--- config.mk ---
export PLATFORM = sky130hd
export DESIGN_NAME = multipath_spy_delay_line
export DESIGN_NICKNAME = d
export VERILOG_FILES = /design/src/rtl/multipath_spy_delay_line.sv
export SDC_FILE = /design/constraint.sdc
export NUM_CORES = 1
export LEC_CHECK = 0
export ABC_AREA = 1
export CAP_MARGIN = 30
export CORE_UTILIZATION = 55
export DETAILED_ROUTE_END_ITERATION = 8
export PLACE_DENSITY = 0.8
export SLEW_MARGIN = 20
export SYNTH_ARGS = -nofsm -noshare
export SYNTH_HDL_FRONTEND = slang
export SYNTH_SLANG_ARGS = --single-unit
--- constraint.sdc ---
create_clock -name clk -period 2.55 [get_ports clk]
set_clock_uncertainty 0.2 [all_clocks]
set_input_delay 0.765 -clock clk [delete_from_list [all_inputs] [get_ports clk]]
set_output_delay 0.765 -clock clk [all_outputs]
set_load 0.01 [all_outputs]
--- src/rtl/multipath_spy_delay_line.sv ---
// Multi-channel register delay line with a sequential trojan model that
// inverts masked channels once its trigger has held for TRIG_COUNT cycles.
module multipath_spy_delay_line #(
    parameter int unsigned WIDTH       = 4,
    parameter int unsigned DEPTH       = 8,
    parameter int unsigned TRIG_COUNT  = 3,
    parameter int unsigned FIRE_CYCLES = 4,
    parameter int unsigned CNT_W       = 8
) (
    input  logic             clk,
    input  logic             rst_n,
    input  logic [WIDTH-1:0] din,
    input  logic             din_valid,
    input  logic             ht_in1,
    input  logic             ht_in2,
    input  logic [WIDTH-1:0] ht_mask,
    input  logic             ht_clear,
    output logic [WIDTH-1:0] dout,
    output logic             dout_valid,
    output logic             ht_active,
    output logic [CNT_W-1:0] fire_count
);

    localparam int unsigned TCW     = (TRIG_COUNT > 1) ? $clog2(TRIG_COUNT) : 1;
    localparam int unsigned FCW     = (FIRE_CYCLES > 1) ? $clog2(FIRE_CYCLES) : 1;
    localparam int unsigned TC_LAST = TRIG_COUNT - 1;
    localparam int unsigned FC_LAST = (FIRE_CYCLES > 0) ? FIRE_CYCLES - 1 : 0;

    typedef enum logic [1:0] {
        ST_IDLE,
        ST_FIRE,
        ST_COOLDOWN
    } state_t;

    state_t           state_q, state_d;
    logic [TCW-1:0]   trig_cnt_q, trig_cnt_d;
    logic [FCW-1:0]   fire_cnt_q, fire_cnt_d;
    logic [CNT_W-1:0] fire_count_q, fire_count_d;
    logic             ht_active_q, ht_active_d;
    logic             trig;

    logic [WIDTH-1:0] data_q [DEPTH];
    logic [DEPTH-1:0] valid_q;

    assign trig = ht_in1 & ht_in2;

    // Trojan state and counters
    always_ff @(posedge clk or negedge rst_n) begin
        if (!rst_n) begin
            state_q      <= ST_IDLE;
            trig_cnt_q   <= '0;
            fire_cnt_q   <= '0;
            fire_count_q <= '0;
            ht_active_q  <= 1'b0;
        end else begin
            state_q      <= state_d;
            trig_cnt_q   <= trig_cnt_d;
            fire_cnt_q   <= fire_cnt_d;
            fire_count_q <= fire_count_d;
            ht_active_q  <= ht_active_d;
        end
    end

    // Next state; a clear wins over a simultaneous arming edge
    always_comb begin
        state_d      = state_q;
        trig_cnt_d   = trig_cnt_q;
        fire_cnt_d   = fire_cnt_q;
        fire_count_d = fire_count_q;
        if (ht_clear) begin
            state_d    = ST_IDLE;
            trig_cnt_d = '0;
            fire_cnt_d = '0;
        end else begin
            case (state_q)
                ST_IDLE: begin
                    fire_cnt_d = '0;
                    if (trig) begin
                        if (trig_cnt_q == TCW'(TC_LAST)) begin
                            state_d    = ST_FIRE;
                            trig_cnt_d = '0;
                            if (fire_count_q != '1) begin
                                fire_count_d = fire_count_q + CNT_W'(1);
                            end
                        end else begin
                            trig_cnt_d = trig_cnt_q + TCW'(1);
                        end
                    end else begin
                        trig_cnt_d = '0;
                    end
                end
                ST_FIRE: begin
                    if (FIRE_CYCLES != 0) begin
                        if (fire_cnt_q == FCW'(FC_LAST)) begin
                            state_d    = ST_COOLDOWN;
                            fire_cnt_d = '0;
                        end else begin
                            fire_cnt_d = fire_cnt_q + FCW'(1);
                        end
                    end
                end
                ST_COOLDOWN: begin
                    if (!trig) begin
                        state_d = ST_IDLE;
                    end
                end
                default: begin
                    state_d    = ST_IDLE;
                    trig_cnt_d = '0;
                    fire_cnt_d = '0;
                end
            endcase
        end
        ht_active_d = (state_d == ST_FIRE);
    end

    // Delay line: stage 0 applies the payload, later stages just shift
    always_ff @(posedge clk or negedge rst_n) begin
        if (!rst_n) begin
            for (int k = 0; k < DEPTH; k++) begin
                data_q[k] <= '0;
            end
            valid_q <= '0;
        end else begin
            data_q[0]  <= din ^ (ht_mask & {WIDTH{ht_active_q}});
            valid_q[0] <= din_valid;
            for (int k = 1; k < DEPTH; k++) begin
                data_q[k]  <= data_q[k-1];
                valid_q[k] <= valid_q[k-1];
            end
        end
    end

    assign dout       = data_q[DEPTH-1];
    assign dout_valid = valid_q[DEPTH-1];
    assign ht_active  = ht_active_q;
    assign fire_count = fire_count_q;

endmodule

==> flow_summary_export.csv <==
group,metric,value,unit
layout,antennaDiodeCount,0,
timing,finalHoldViolCount,0,
global_routing,grt_use_met2,0.296,
synth,avgSynthCellArea,11.9,µm²
routing,drc,0,
cts,cts_num_sinks,55,
synth,synth_seq_area_share,0.669,
synth,synth_seq_cells,55,
worst_setup_path,criticalPathCategory,"flip-flop to output port",
die,start_util,0.593,
synth,yosys.cell_types.count,23,
timing,slew-limit-headroom,0.574,
routing,first_pass_iters,4,
timing,slew_viol_final,0,
worst_setup_path,r2r_end,"trig_cnt_q[0]",
power,powerDensity,627,nW/µm²
die,rows,21,
worst_setup_path,rr_worst_depth,6,
die,num_io_pins,28,
layout,fin_util,0.706,
cts,post_cts.repair.setup_buffers,0,
routing,via_count,1253,
worst_setup_path,critPathLaunchType,"flip-flop",
placement,port-buffer-count,27,
routing,vias_per_cell,4.99,
status,status,"finished clean",
job,drv_cap,0,
timing,post-route-min-period,2.31,ns
cts,cts_resized,0,
layout,layout-drive-gt1-share,0.112,
layout,nets,225,
hold_path,min_from,"valid_q[1]",
placement,gp_congestion,0.853,
cts,hold_buffers,0,
power,p_leak,1.17,nW
cts,htree_levels,2,
worst_setup_path,cp_data_arrival_time,1.35,ns
global_routing,track_usage,0.178,
cts,clk_latency,0.30,ns
timing,finalCritPeriodShare,0.907,
die,die-area,3990,µm²
synth,synthCells,173,
global_routing,grt-busiest-layer,"met2",
die,core_area,3470,µm²
worst_setup_path,cpPeakStageDelay,0.58,ns
global_routing,antenna_found_initial,0,
worst_setup_path,cp_max_fo,6,
global_routing,grt-ovfl-total,0,
die,die_h,63.2,µm
power,peakVddDrop,0.000403,V
layout,syn_to_final_growth,19.0,%
cts,tritoncts,"done",
timing,rsz0062_at_grt,"no",
timing,setup_tns,0,ns
hold_path,hold_path_depth,0,
global_routing,grt_pass1_vias,1218,
worst_setup_path,worstPathRequired,1.59,ns
worst_setup_path,path_cells,"clkdlybuf4s50_1",
timing,finalSetupViolations,0,
layout,mostFrequentLayoutCell,"dfrtp_1",
power,total_power,1.53,mW
worst_setup_path,path_buf_inv,1,
routing,totalWireLength,2960,µm
worst_setup_path,reg2reg_slack,0.83,ns
worst_setup_path,crit_family,"buffers and inverters",
cts,clk_pin_slew,0.09,ns
routing,drtAntennaViolNets,0,
synth,synth_area,2060,µm²
cts,clockRootBuffer,"clkbuf_8",
cts,clk_path_buf_depth,2,
routing,drtIter0Drc,87,
worst_setup_path,rr_startpoint,"state_q[0]",
worst_setup_path,endpoint_kind,"output port",
global_routing,grt_max_degree,56,
timing,worstMarginPinSlew,0.638,ns
layout,final_cell_mix,"55 x dfrtp_1, 44 x nand2_1, 26 x clkdlybuf4s50_1",
global_routing,grt_use_met1,0.218,
timing,fmax,432,MHz
timing,finalHoldWorstSlack,0.155,ns
global_routing,grt_use_met3,0.0562,
routing,drt-wirelength-per-cell,11.8,µm
cts,cts_buffers,5,
placement,placed_cells,243,
hold_path,min_path_type,"flip-flop to flip-flop",
synth,synth_fp_nets,194,
synth,ys.warnings.count,0,
layout,final_cells,251,
global_routing,grt_first_pass_wirelength,5390,µm
worst_setup_path,crit_path_top_delay_cell,"clkdlybuf4s50_1",
placement,dp_hpwl,2120,µm
die,die_w,63.2,µm
hold_path,hold_end,"valid_q[2]",
state kept, by name, summed over array words and instances (netlist names):
signal,count
valid_q,8
ht_active,1
fire_count,8
fire_cnt_q,2
trig_cnt_q,2
data_q,28
dout,4
state_q,2
cell families after synthesis:
logic type | after synthesis | share of synthesized area
simple gates | 75 | 0.192
flops | 55 | 0.669
buf+inv | 21 | 0.0456
compound gates | 8 | 0.0213
xor+xnor | 7 | 0.0298
fa+ha+maj | 7 | 0.0426
layout make-up:
class | count | area, µm²
Inverter | 17 | 63.8
Fill cell | 246 | 1020
Clock inverter | 2 | 17.5
Clock buffer | 6 | 72.6
Tap cell | 46 | 57.6
Timing Repair Buffer | 28 | 273
Multi-Input combinational cell | 97 | 588
Sequential cell | 55 | 1380
power by group:
group	switching [mW]	internal [mW]
logic	0.0685	0.0545
registers	0.0254	0.922
clock network	0.266	0.198
total	0.360	1.17
cells in the mapped netlist:
library cell | instances | area, µm²
xnor2_1 | 4 | 35.0
nand2_1 | 44 | 165
nor3_1 | 2 | 10.0
inv_2 | 4 | 15.0
buf_4 | 4 | 30.0
nand4_1 | 5 | 31.3
dfrtp_1 | 55 | 1380
nand3b_1 | 1 | 7.51
o31ai_1 | 1 | 7.51
a21oi_1 | 4 | 20.0
o21ai_0 | 2 | 10.0
nand3_4 | 2 | 35.0
nor2_1 | 6 | 22.5
nand2_4 | 2 | 22.5
inv_1 | 13 | 48.8
nand2_2 | 1 | 6.26
ha_1 | 7 | 87.6
nand3_1 | 7 | 35.0
nor2_8 | 1 | 20.0
nor2_2 | 1 | 6.26
xor2_1 | 3 | 26.3
o22ai_1 | 1 | 6.26
nor2_4 | 3 | 33.8
routing by layer:
layer	part of all wire	wire length [µm]
met5	0	0
met4	0.014	40
met3	0.052	154
met2	0.51	1510
met1	0.42	1250
how the worst max path moves through the flow:
stage	startpoint	endpoint	slack, ns	cells past startpoint
final	fire_count[2]	fire_count[2]	0.24	1
after global routing	fire_count[2]	fire_count[2]	0.17	1
after CTS	fire_count[2]	fire_count[2]	0.22	1
after detailed placement	ht_clear	fire_count[2]	0.32	8
after global placement	ht_clear	fire_count[2]	0.36	8
after floorplan	ht_clear	fire_count[2]	0.94	6
through the flow:
stage               instance area, µm²  worst slack, ns
floorplan                         2060            0.945
global placement                  2360            0.361
detailed placement                2360            0.324
CTS                               2450            0.217
global route                      2450            0.173
finish                            2450            0.237
Note: power is estimated with default switching activity, not from simulation.
